### config.mk
export PLATFORM = sky130hd
export DESIGN_NAME = stall_ctrl
export DESIGN_NICKNAME = d
export VERILOG_FILES = /design/src/rtl/stall_ctrl_pkg.sv /design/src/rtl/stall_ctrl_md_busy_timer.sv /design/src/rtl/stall_ctrl.sv
export SDC_FILE = /design/constraint.sdc
export NUM_CORES = 1
export LEC_CHECK = 0
export ABC_AREA = 1
export CELL_PAD_IN_SITES_DETAIL_PLACEMENT = 1
export CELL_PAD_IN_SITES_GLOBAL_PLACEMENT = 2
export CORE_MARGIN = 1
export CORE_UTILIZATION = 25
export CTS_BUF_LIST = sky130_fd_sc_hd__clkbuf_4 sky130_fd_sc_hd__clkbuf_8
export CTS_CLUSTER_SIZE = 10
export DETAILED_ROUTE_END_ITERATION = 16
export GPL_ROUTABILITY_DRIVEN = 0
export MAX_ROUTING_LAYER = met4
export PLACE_DENSITY_LB_ADDON = 0.1
export REMOVE_ABC_BUFFERS = 1
export SLEW_MARGIN = 10
export SYNTH_ARGS = -nofsm -noshare
export SYNTH_HDL_FRONTEND = slang
export SYNTH_SLANG_ARGS = --single-unit
### constraint.sdc
create_clock -name clk -period 2.9 [get_ports clk]
set_input_delay 0.58 -clock clk [delete_from_list [all_inputs] [get_ports clk]]
set_output_delay 0.58 -clock clk [all_outputs]
set_load 0.05 [all_outputs]
### src/rtl/stall_ctrl_pkg.sv
// Shared pipeline constants and types for the D-stage stall controller.
// Holds the tuse/tnew encoding, the zero-register constant and the HI/LO latency defaults.
package stall_ctrl_pkg;

    localparam int unsigned REG_ADDR_W  = 5;
    localparam int unsigned TIME_W      = 2;
    localparam int unsigned MD_CNT_W    = 4;
    localparam int unsigned STALL_CNT_W = 16;

    localparam int unsigned MULT_CYC_DEF = 5;
    localparam int unsigned DIV_CYC_DEF  = 10;

    localparam logic [REG_ADDR_W-1:0] ZERO_REG  = REG_ADDR_W'(0);
    localparam logic [TIME_W-1:0]     TIME_NONE = TIME_W'(3);

    // A register source in D: which register, and how many cycles until it is read.
    typedef struct packed {
        logic [REG_ADDR_W-1:0] addr;
        logic [TIME_W-1:0]     tuse;
    } src_t;

    // A pending write in a later stage: destination and cycles until the result exists.
    typedef struct packed {
        logic [REG_ADDR_W-1:0] wa;
        logic [TIME_W-1:0]     tnew;
    } dst_t;

    // A source must wait when a younger-than-ready producer targets the same nonzero register.
    // tuse = TIME_NONE (3) can never be below any tnew, so unused sources never stall.
    function automatic logic src_hazard(input src_t src, input dst_t dst);
        return (src.addr != ZERO_REG) && (src.addr == dst.wa) && (src.tuse < dst.tnew);
    endfunction

endpackage

### src/rtl/stall_ctrl_md_busy_timer.sv
// HI/LO unit occupancy timer: loads the mult/div latency on issue and counts down to idle.
// busy also covers the issuing cycle itself, before the count has been loaded.
module md_busy_timer
    import stall_ctrl_pkg::*;
#(
    parameter int unsigned MULT_CYC = MULT_CYC_DEF,
    parameter int unsigned DIV_CYC  = DIV_CYC_DEF
) (
    input  logic clk,
    input  logic reset,
    input  logic start,
    input  logic is_div,
    output logic busy
);

    logic [MD_CNT_W-1:0] md_cnt;
    logic                cnt_idle;

    assign cnt_idle = (md_cnt == MD_CNT_W'(0));

    // A start seen while counting is dropped; the stall logic keeps that from happening.
    always_ff @(posedge clk or posedge reset) begin
        if (reset) begin
            md_cnt <= MD_CNT_W'(0);
        end else if (!cnt_idle) begin
            md_cnt <= md_cnt - MD_CNT_W'(1);
        end else if (start) begin
            md_cnt <= is_div ? MD_CNT_W'(DIV_CYC) : MD_CNT_W'(MULT_CYC);
        end
    end

    assign busy = !reset && (!cnt_idle || start);

endmodule

### src/rtl/stall_ctrl.sv
// Decode-stage stall/flush controller: data hazards against E/M plus HI/LO busy interlock.
// Control outputs are combinational so a hazard takes effect in the same cycle.
module stall_ctrl
    import stall_ctrl_pkg::*;
#(
    parameter int unsigned MULT_CYC = MULT_CYC_DEF,
    parameter int unsigned DIV_CYC  = DIV_CYC_DEF
) (
    input  logic                   clk,
    input  logic                   reset,
    input  logic [REG_ADDR_W-1:0]  D_rs_addr,
    input  logic [REG_ADDR_W-1:0]  D_rt_addr,
    input  logic [TIME_W-1:0]      D_rs_tuse,
    input  logic [TIME_W-1:0]      D_rt_tuse,
    input  logic [REG_ADDR_W-1:0]  E_wa,
    input  logic [REG_ADDR_W-1:0]  M_wa,
    input  logic [TIME_W-1:0]      E_tnew,
    input  logic [TIME_W-1:0]      M_tnew,
    input  logic                   D_md,
    input  logic                   E_md_start,
    input  logic                   E_md_div,
    input  logic                   D_flush_req,
    output logic                   PC_en,
    output logic                   D_REG_STALL,
    output logic                   E_flush,
    output logic                   D_flush,
    output logic                   md_busy,
    output logic [STALL_CNT_W-1:0] stall_cnt
);

    src_t rs_src;
    src_t rt_src;
    dst_t e_dst;
    dst_t m_dst;
    logic hazard_rs;
    logic hazard_rt;
    logic stall;

    assign rs_src = '{addr: D_rs_addr, tuse: D_rs_tuse};
    assign rt_src = '{addr: D_rt_addr, tuse: D_rt_tuse};
    assign e_dst  = '{wa: E_wa, tnew: E_tnew};
    assign m_dst  = '{wa: M_wa, tnew: M_tnew};

    md_busy_timer #(
        .MULT_CYC (MULT_CYC),
        .DIV_CYC  (DIV_CYC)
    ) u_md_busy_timer (
        .clk    (clk),
        .reset  (reset),
        .start  (E_md_start),
        .is_div (E_md_div),
        .busy   (md_busy)
    );

    // Data and HI/LO hazards merge into one stall; reset forces the pipeline to run freely.
    always_comb begin
        hazard_rs = 1'b0;
        hazard_rt = 1'b0;
        stall     = 1'b0;
        hazard_rs = src_hazard(rs_src, e_dst) || src_hazard(rs_src, m_dst);
        hazard_rt = src_hazard(rt_src, e_dst) || src_hazard(rt_src, m_dst);
        stall     = !reset && (hazard_rs || hazard_rt || (D_md && md_busy));
    end

    // A squash is held back while D is frozen; the requester keeps asking until it lands.
    always_comb begin
        PC_en       = 1'b1;
        D_REG_STALL = 1'b0;
        E_flush     = 1'b0;
        D_flush     = 1'b0;
        PC_en       = !stall;
        D_REG_STALL = stall;
        E_flush     = stall;
        D_flush     = !reset && D_flush_req && !stall;
    end

    always_ff @(posedge clk or posedge reset) begin
        if (reset) begin
            stall_cnt <= STALL_CNT_W'(0);
        end else if (stall && (stall_cnt != {STALL_CNT_W{1'b1}})) begin
            stall_cnt <= stall_cnt + STALL_CNT_W'(1);
        end
    end

endmodule

### Word-level counts from Yosys, hierarchy flattened

Cells that the tools add are included.

* flip-flop bits (word level): 20
* latch bits: 0
* memory bits (writable): 0
* ROM bits: 0
* bits of input ports: 34
* output and inout port bits: 21
* logic and storage cells: 42
* memories kept: 0

* add/sub/neg operators: 2
* $mul: 0
* div/mod/pow operators: 0
* order comparisons: 4
* eq/ne operators: 6
* shift operators: 0
* mux-type cells: 3
* bitwise gates (word level): 0
* reductions and logical operators: 25

Operators by type and width (number)
* equality test 5 bit: 4
* adder 16 x 1 -> 16 bit, second input constant: 1
* != test 16 bit, second input constant: 1
* logical AND 1 bit: 14
* 2-to-1 mux 4 bit: 3
* nonzero test 5 bit: 2
* < comparator 2 bit: 4
* logical OR 1 bit: 5
* zero test 4 bit: 1
* subtractor 4 x 1 -> 4 bit, second input constant: 1
* zero test 1 bit: 3
* != test 2 bit, second input constant: 1

### Depth between registers and ports, before layout

* depth after elaboration: 9
* mapped depth: 14
* mapped depth without buffers: 13

### By module

A second synthesis with hierarchy kept.

* cell total of the unflattened synthesis: 290
* area total of the unflattened synthesis: 1833.0 sq um

By module, submodules not included
* stall_ctrl: instances 1, cells each 247, area an instance 1552.7 sq um, sequential area each 400.4 sq um
* md_busy_timer: instances 1, cells each 43, area an instance 280.3 sq um, sequential area each 100.1 sq um

### Worst setup path before layout

Ideal clock, no wire load.

* kind: in2out
* from: in reset
* to: out E_flush
* arrival time: 3.036 ns
* data required time: 2.320 ns
* path slack: -0.716 ns
* stages: 6
* buffers on the path: 3
* path through: inv_1 > buf_1 > clkbuf_1 > nand2_1 > inv_2 > buf_4

* cells in the longest elaborated chain, start to end: 5

Ends and longest elaborated chain
* from (decl): RTL line stall_ctrl.sv:10 `input logic reset,`
* zero test 1 bit (no line) (*)
* logical AND 1 bit: RTL line stall_ctrl_md_busy_timer.sv:32 `assign busy = !reset && (!cnt_idle || start);`
* logical AND 1 bit: RTL line stall_ctrl.sv:62 `stall = !reset && (hazard_rs || hazard_rt || (D_md && md_busy));`
* logical OR 1 bit: RTL line stall_ctrl.sv:62
* logical AND 1 bit (*): RTL line stall_ctrl.sv:62
* to (decl): RTL line stall_ctrl.sv:25 `output logic E_flush,`

Mark *: on every way between the ends. The rest lies on a longest branch, timed or not.

### Worst setup path in the final report

* from: in D_rs_addr[2]
* to: out E_flush

* cells in the longest elaborated chain, start to end: 7
* elaborated cells between the ends (all ways): 11
* classes of those cells: 2 x eq/ne; 9 x reduce/logical

Ends and longest elaborated chain
* from (decl): RTL line stall_ctrl.sv:11 `input logic [REG_ADDR_W-1:0] D_rs_addr,`
* equality test 5 bit / nonzero test 5 bit (equally long branches): RTL line stall_ctrl_pkg.sv:31 `return (src.addr != ZERO_REG) && (src.addr == dst.wa) && (src.tuse < dst.tnew);`
* logical AND 1 bit (2 in series): RTL line stall_ctrl_pkg.sv:31
* logical OR 1 bit (*): RTL line stall_ctrl.sv:60 `hazard_rs = src_hazard(rs_src, e_dst) || src_hazard(rs_src, m_dst);`
* logical OR 1 bit (*) (2 in series): RTL line stall_ctrl.sv:62
* logical AND 1 bit (*): RTL line stall_ctrl.sv:62

Marked as above.

==> parameters.txt <==
Parameter                              Value

Outcome
  Result of the run    completed

Global route
  Total routing resource utilization after global routing    16.32%
  Remaining Overflow, GRT    0
  Wire length of the first global-routing pass    9487 um
  Number of antenna violations at the first check in global routing    0
  Largest net degree at the start of global routing    29
  Via count of the first global-routing pass    1,941

Yosys
  Top cells by area, synth    sky130_fd_sc_hd__dfrtp_1 27%, sky130_fd_sc_hd__nand2_1 21%, sky130_fd_sc_hd__inv_1 7.8%, sky130_fd_sc_hd__nand4_1 6.5%, sky130_fd_sc_hd__xor2_1 5.3%
  Leading cell types by count after synthesis    101 x sky130_fd_sc_hd__nand2_1, 38 x sky130_fd_sc_hd__inv_1, 20 x sky130_fd_sc_hd__dfrtp_1
  Area leader, netlist    sky130_fd_sc_hd__dfrtp_1
  Most common cell in the synthesized netlist    sky130_fd_sc_hd__nand2_1
  Combined area of all synthesized cells    1820 um^2
  Number of enable flip-flop cells after synthesis    0
  Most frequently used flop master after synthesis    sky130_fd_sc_hd__dfrtp_1
  Synthesized instance count    280
  Async set-reset flop share out of synthesis    100.0%
  Synth Warn #    0
  Mean Syn Cell Area    6.502 um^2
  Post-synthesis cell type count    31
  Sequential fraction of the synthesis area    27.49%
  Register bit total from synthesis    20
  Top cell type's share of synthesized area    27.49%

Floorplanning
  Overall die width    87.34 um
  Placement Rows    30
  Number of primary I/O pins    55
  Starting density of the core    26.36%
  Core footprint    6907 um^2
  Total Die Area    7627 um^2
  Die Height    87.34 um

Finish
  Area of the multi-input gates    1125 um^2
  Layout Cell Area excl Fill    2613 um^2
  Layout area overhead    43.51%
  Final nets    379
  Layout cell share with drive strength beyond 1    10.68%
  Total inserted antenna cells    0
  Fill cell count    882
  Sequential cell area    500.5 um^2

STA
  Count of final max-slew check failures    0
  Max Freq    0.3698 GHz
  Shortest period the worst path allows    2.704 ns
  Post-route clock period utilization    93.24%
  Slew HR    66.11%
  Worst slew pin tran    0.5071 ns
  Worst Hold Slack    0.5462 ns
  Sum Neg Setup Slack    0 ns
  RSZ-0062 raised after global routing    no
  Worst Slack Setup Final    0.1960 ns
  Skew final    0.003659 ns
  Final hold violation count    0
  Final Setup Violations    0

Run
  Max-cap viol count    0

Place
  Setup Slack @ Placement    -0.003740 ns
  Detail Placement HPWL    4516 um
  Area after detailed placement    2504 um^2
  # port buffers    54

Pwr
  IR drop worst, VDD    443.5 uV
  Lkg Pwr    1.308 nW
  Power density of the placed cells    502.7 nW/um^2

Detailed routing
  Residual DRC    0
  Wire per inst    13.02 um
  Number of nets with antenna violations after detailed routing    0
  Via density per instance    4.483
  Total number of vias    1,941
  Aggregate routed wire length    5639 um
  Number of iterations in the first detailed-routing pass    4
  DR iter-0 viols    50

Critical path
  Maximum single-stage delay on the critical path    0.55 ns
  Critical-path top delay cell    sky130_fd_sc_hd__clkdlybuf4s50_1
  Crit-path most repeated cell    sky130_fd_sc_hd__nand2_1
  Critical Path RT    2.32 ns
  Worst Path Arrival    2.12 ns
  Crit path launch type    primary input
  Maximum fanout count along the critical path    4
  Type of the setup path with the least slack    in -> out
  Worst path cell trace    clkdlybuf4s50_1 > inv_1 > nand2_1 > nand3_1 > nor2_1 > nand3_1 > nand2_1 > nand2_1 > nand3_4 > nand2_4 > inv_4 > buf_12
  Kind of end point of the critical path    primary output

Clock network
  Deepest level of the CTS H-tree    1
  Latest clock arrival within the worst-skew pair    0.27 ns
  CTS Sinks    20
  Cell at the root of the clock tree    sky130_fd_sc_hd__clkbuf_8
  CTS tree    done
  Total CTS buffers    3
  Clock slew seen by the registers of the worst setup and hold paths    0.09 ns
  Post-CTS setup repair buffer count    0
  Max Buffers Root-to-Sink    2

Min path
  Hold Crit Class    reg -> reg
==> timing repair <==
item / in CTS / in global routing
resized for setup: 1 / 14
pin swaps: 0 / 8
cloned: 0 / 0
setup endpoints to repair: 1 / 4
hold buffers: 0 / 0
==> per-layer routing <==
layer | track usage, % | vias up | wire length (um)
li1 | - | 995 | -
met1 | 22.90 | 907 | 2945
met2 | 24.86 | 35 | 2452
met3 | 2.749 | 4 | 207
met4 | 2.683 | 0 | 34
met5 | - | - | 0
==> cell type report <==
type	instances	share of cell area [%]
multi-input cells	208	43.06
clock inverters	1	1.149
well taps	96	4.598
inverters	46	6.705
flip-flops and latches	20	19.16
clock buffers	3	1.580
repair buffers	59	23.75
==> flip-flops by register name, indices dropped and copies added, names as in the netlist <==
name and flops:
stall_cnt 16, u_md_busy_timer.md_cnt 4
==> metrics by stage <==
stage | utilization [%] | std cells | power, W
5_1_grt | 37.83 | 433 | 0.001406
6_report | 37.83 | 433 | 0.001313
3_3_place_gp | 36.25 | 429 | 0.001014
3_5_place_dp | 36.25 | 429 | 0.001022
4_1_cts | 37.34 | 433 | 0.001328
2_1_floorplan | - | 274 | 0.0007906
==> cells by family after synthesis <==
group	synth area share, %
fa+ha+maj	4.811
simple gates	43.16
flops	27.49
compound gates	4.192
buf+inv	11.68
xor+xnor	8.660
==> power by group <==
part / total (W) / internal [W] / leakage [nW] / switching (W)
clock network: 0.000297 / 0.000185 / 0.0357 / 0.000113
registers: 0.000406 / 0.000337 / 0.266 / 0.0000686
logic: 0.000610 / 0.000243 / 1.01 / 0.000368
==> cell usage in the layout, fill, tap and decap left out, drive strengths merged <==
| cell | instances |
|---|---|
| or2 | 1 |
| xnor2 | 7 |
| nor2 | 19 |
| nand4 | 20 |
| o22ai | 1 |
| nand2 | 103 |
| nor3 | 9 |
| clkdlybuf4s50 | 45 |
| nand3b | 1 |
| xor2 | 11 |
| ha | 7 |
| nand3 | 18 |
| bufinv | 1 |
| dlymetal6s2s | 4 |
| o21bai | 1 |
| dfrtp | 20 |
| buf | 10 |
| inv | 46 |
| o211ai | 2 |
| clkbuf | 3 |
| a21boi | 3 |
| o21ai | 4 |
| a21oi | 1 |
==> worst max-delay path, delay by kind of cell <==
family / cells / cell delay (ns)
and+or+nand+nor: 8 / 0.70
buffers and inverters: 4 / 0.84
==> path summary, 6_finish.rpt <==
| check | startpoint | cells after the start | slack [ns] | end |
|---|---|---|---|---|
| setup reg to reg | stall_cnt[0]$_DFFE_PP0P_ | 9 | 0.60 | stall_cnt[7]$_DFFE_PP0P_ |
| max in group asynchronous | reset | 4 | 1.71 | stall_cnt[12]$_DFFE_PP0P_ |
| hold reg to reg | stall_cnt[11]$_DFFE_PP0P_ | 2 | 0.55 | stall_cnt[11]$_DFFE_PP0P_ |
| setup / recovery | D_rs_addr[2] | 12 | 0.20 | E_flush |
| min in group asynchronous | reset | 3 | 0.62 | stall_cnt[8]$_DFFE_PP0P_ |
| hold / removal | stall_cnt[11]$_DFFE_PP0P_ | 2 | 0.55 | stall_cnt[11]$_DFFE_PP0P_ |
Power figures use the tool's default switching activity.
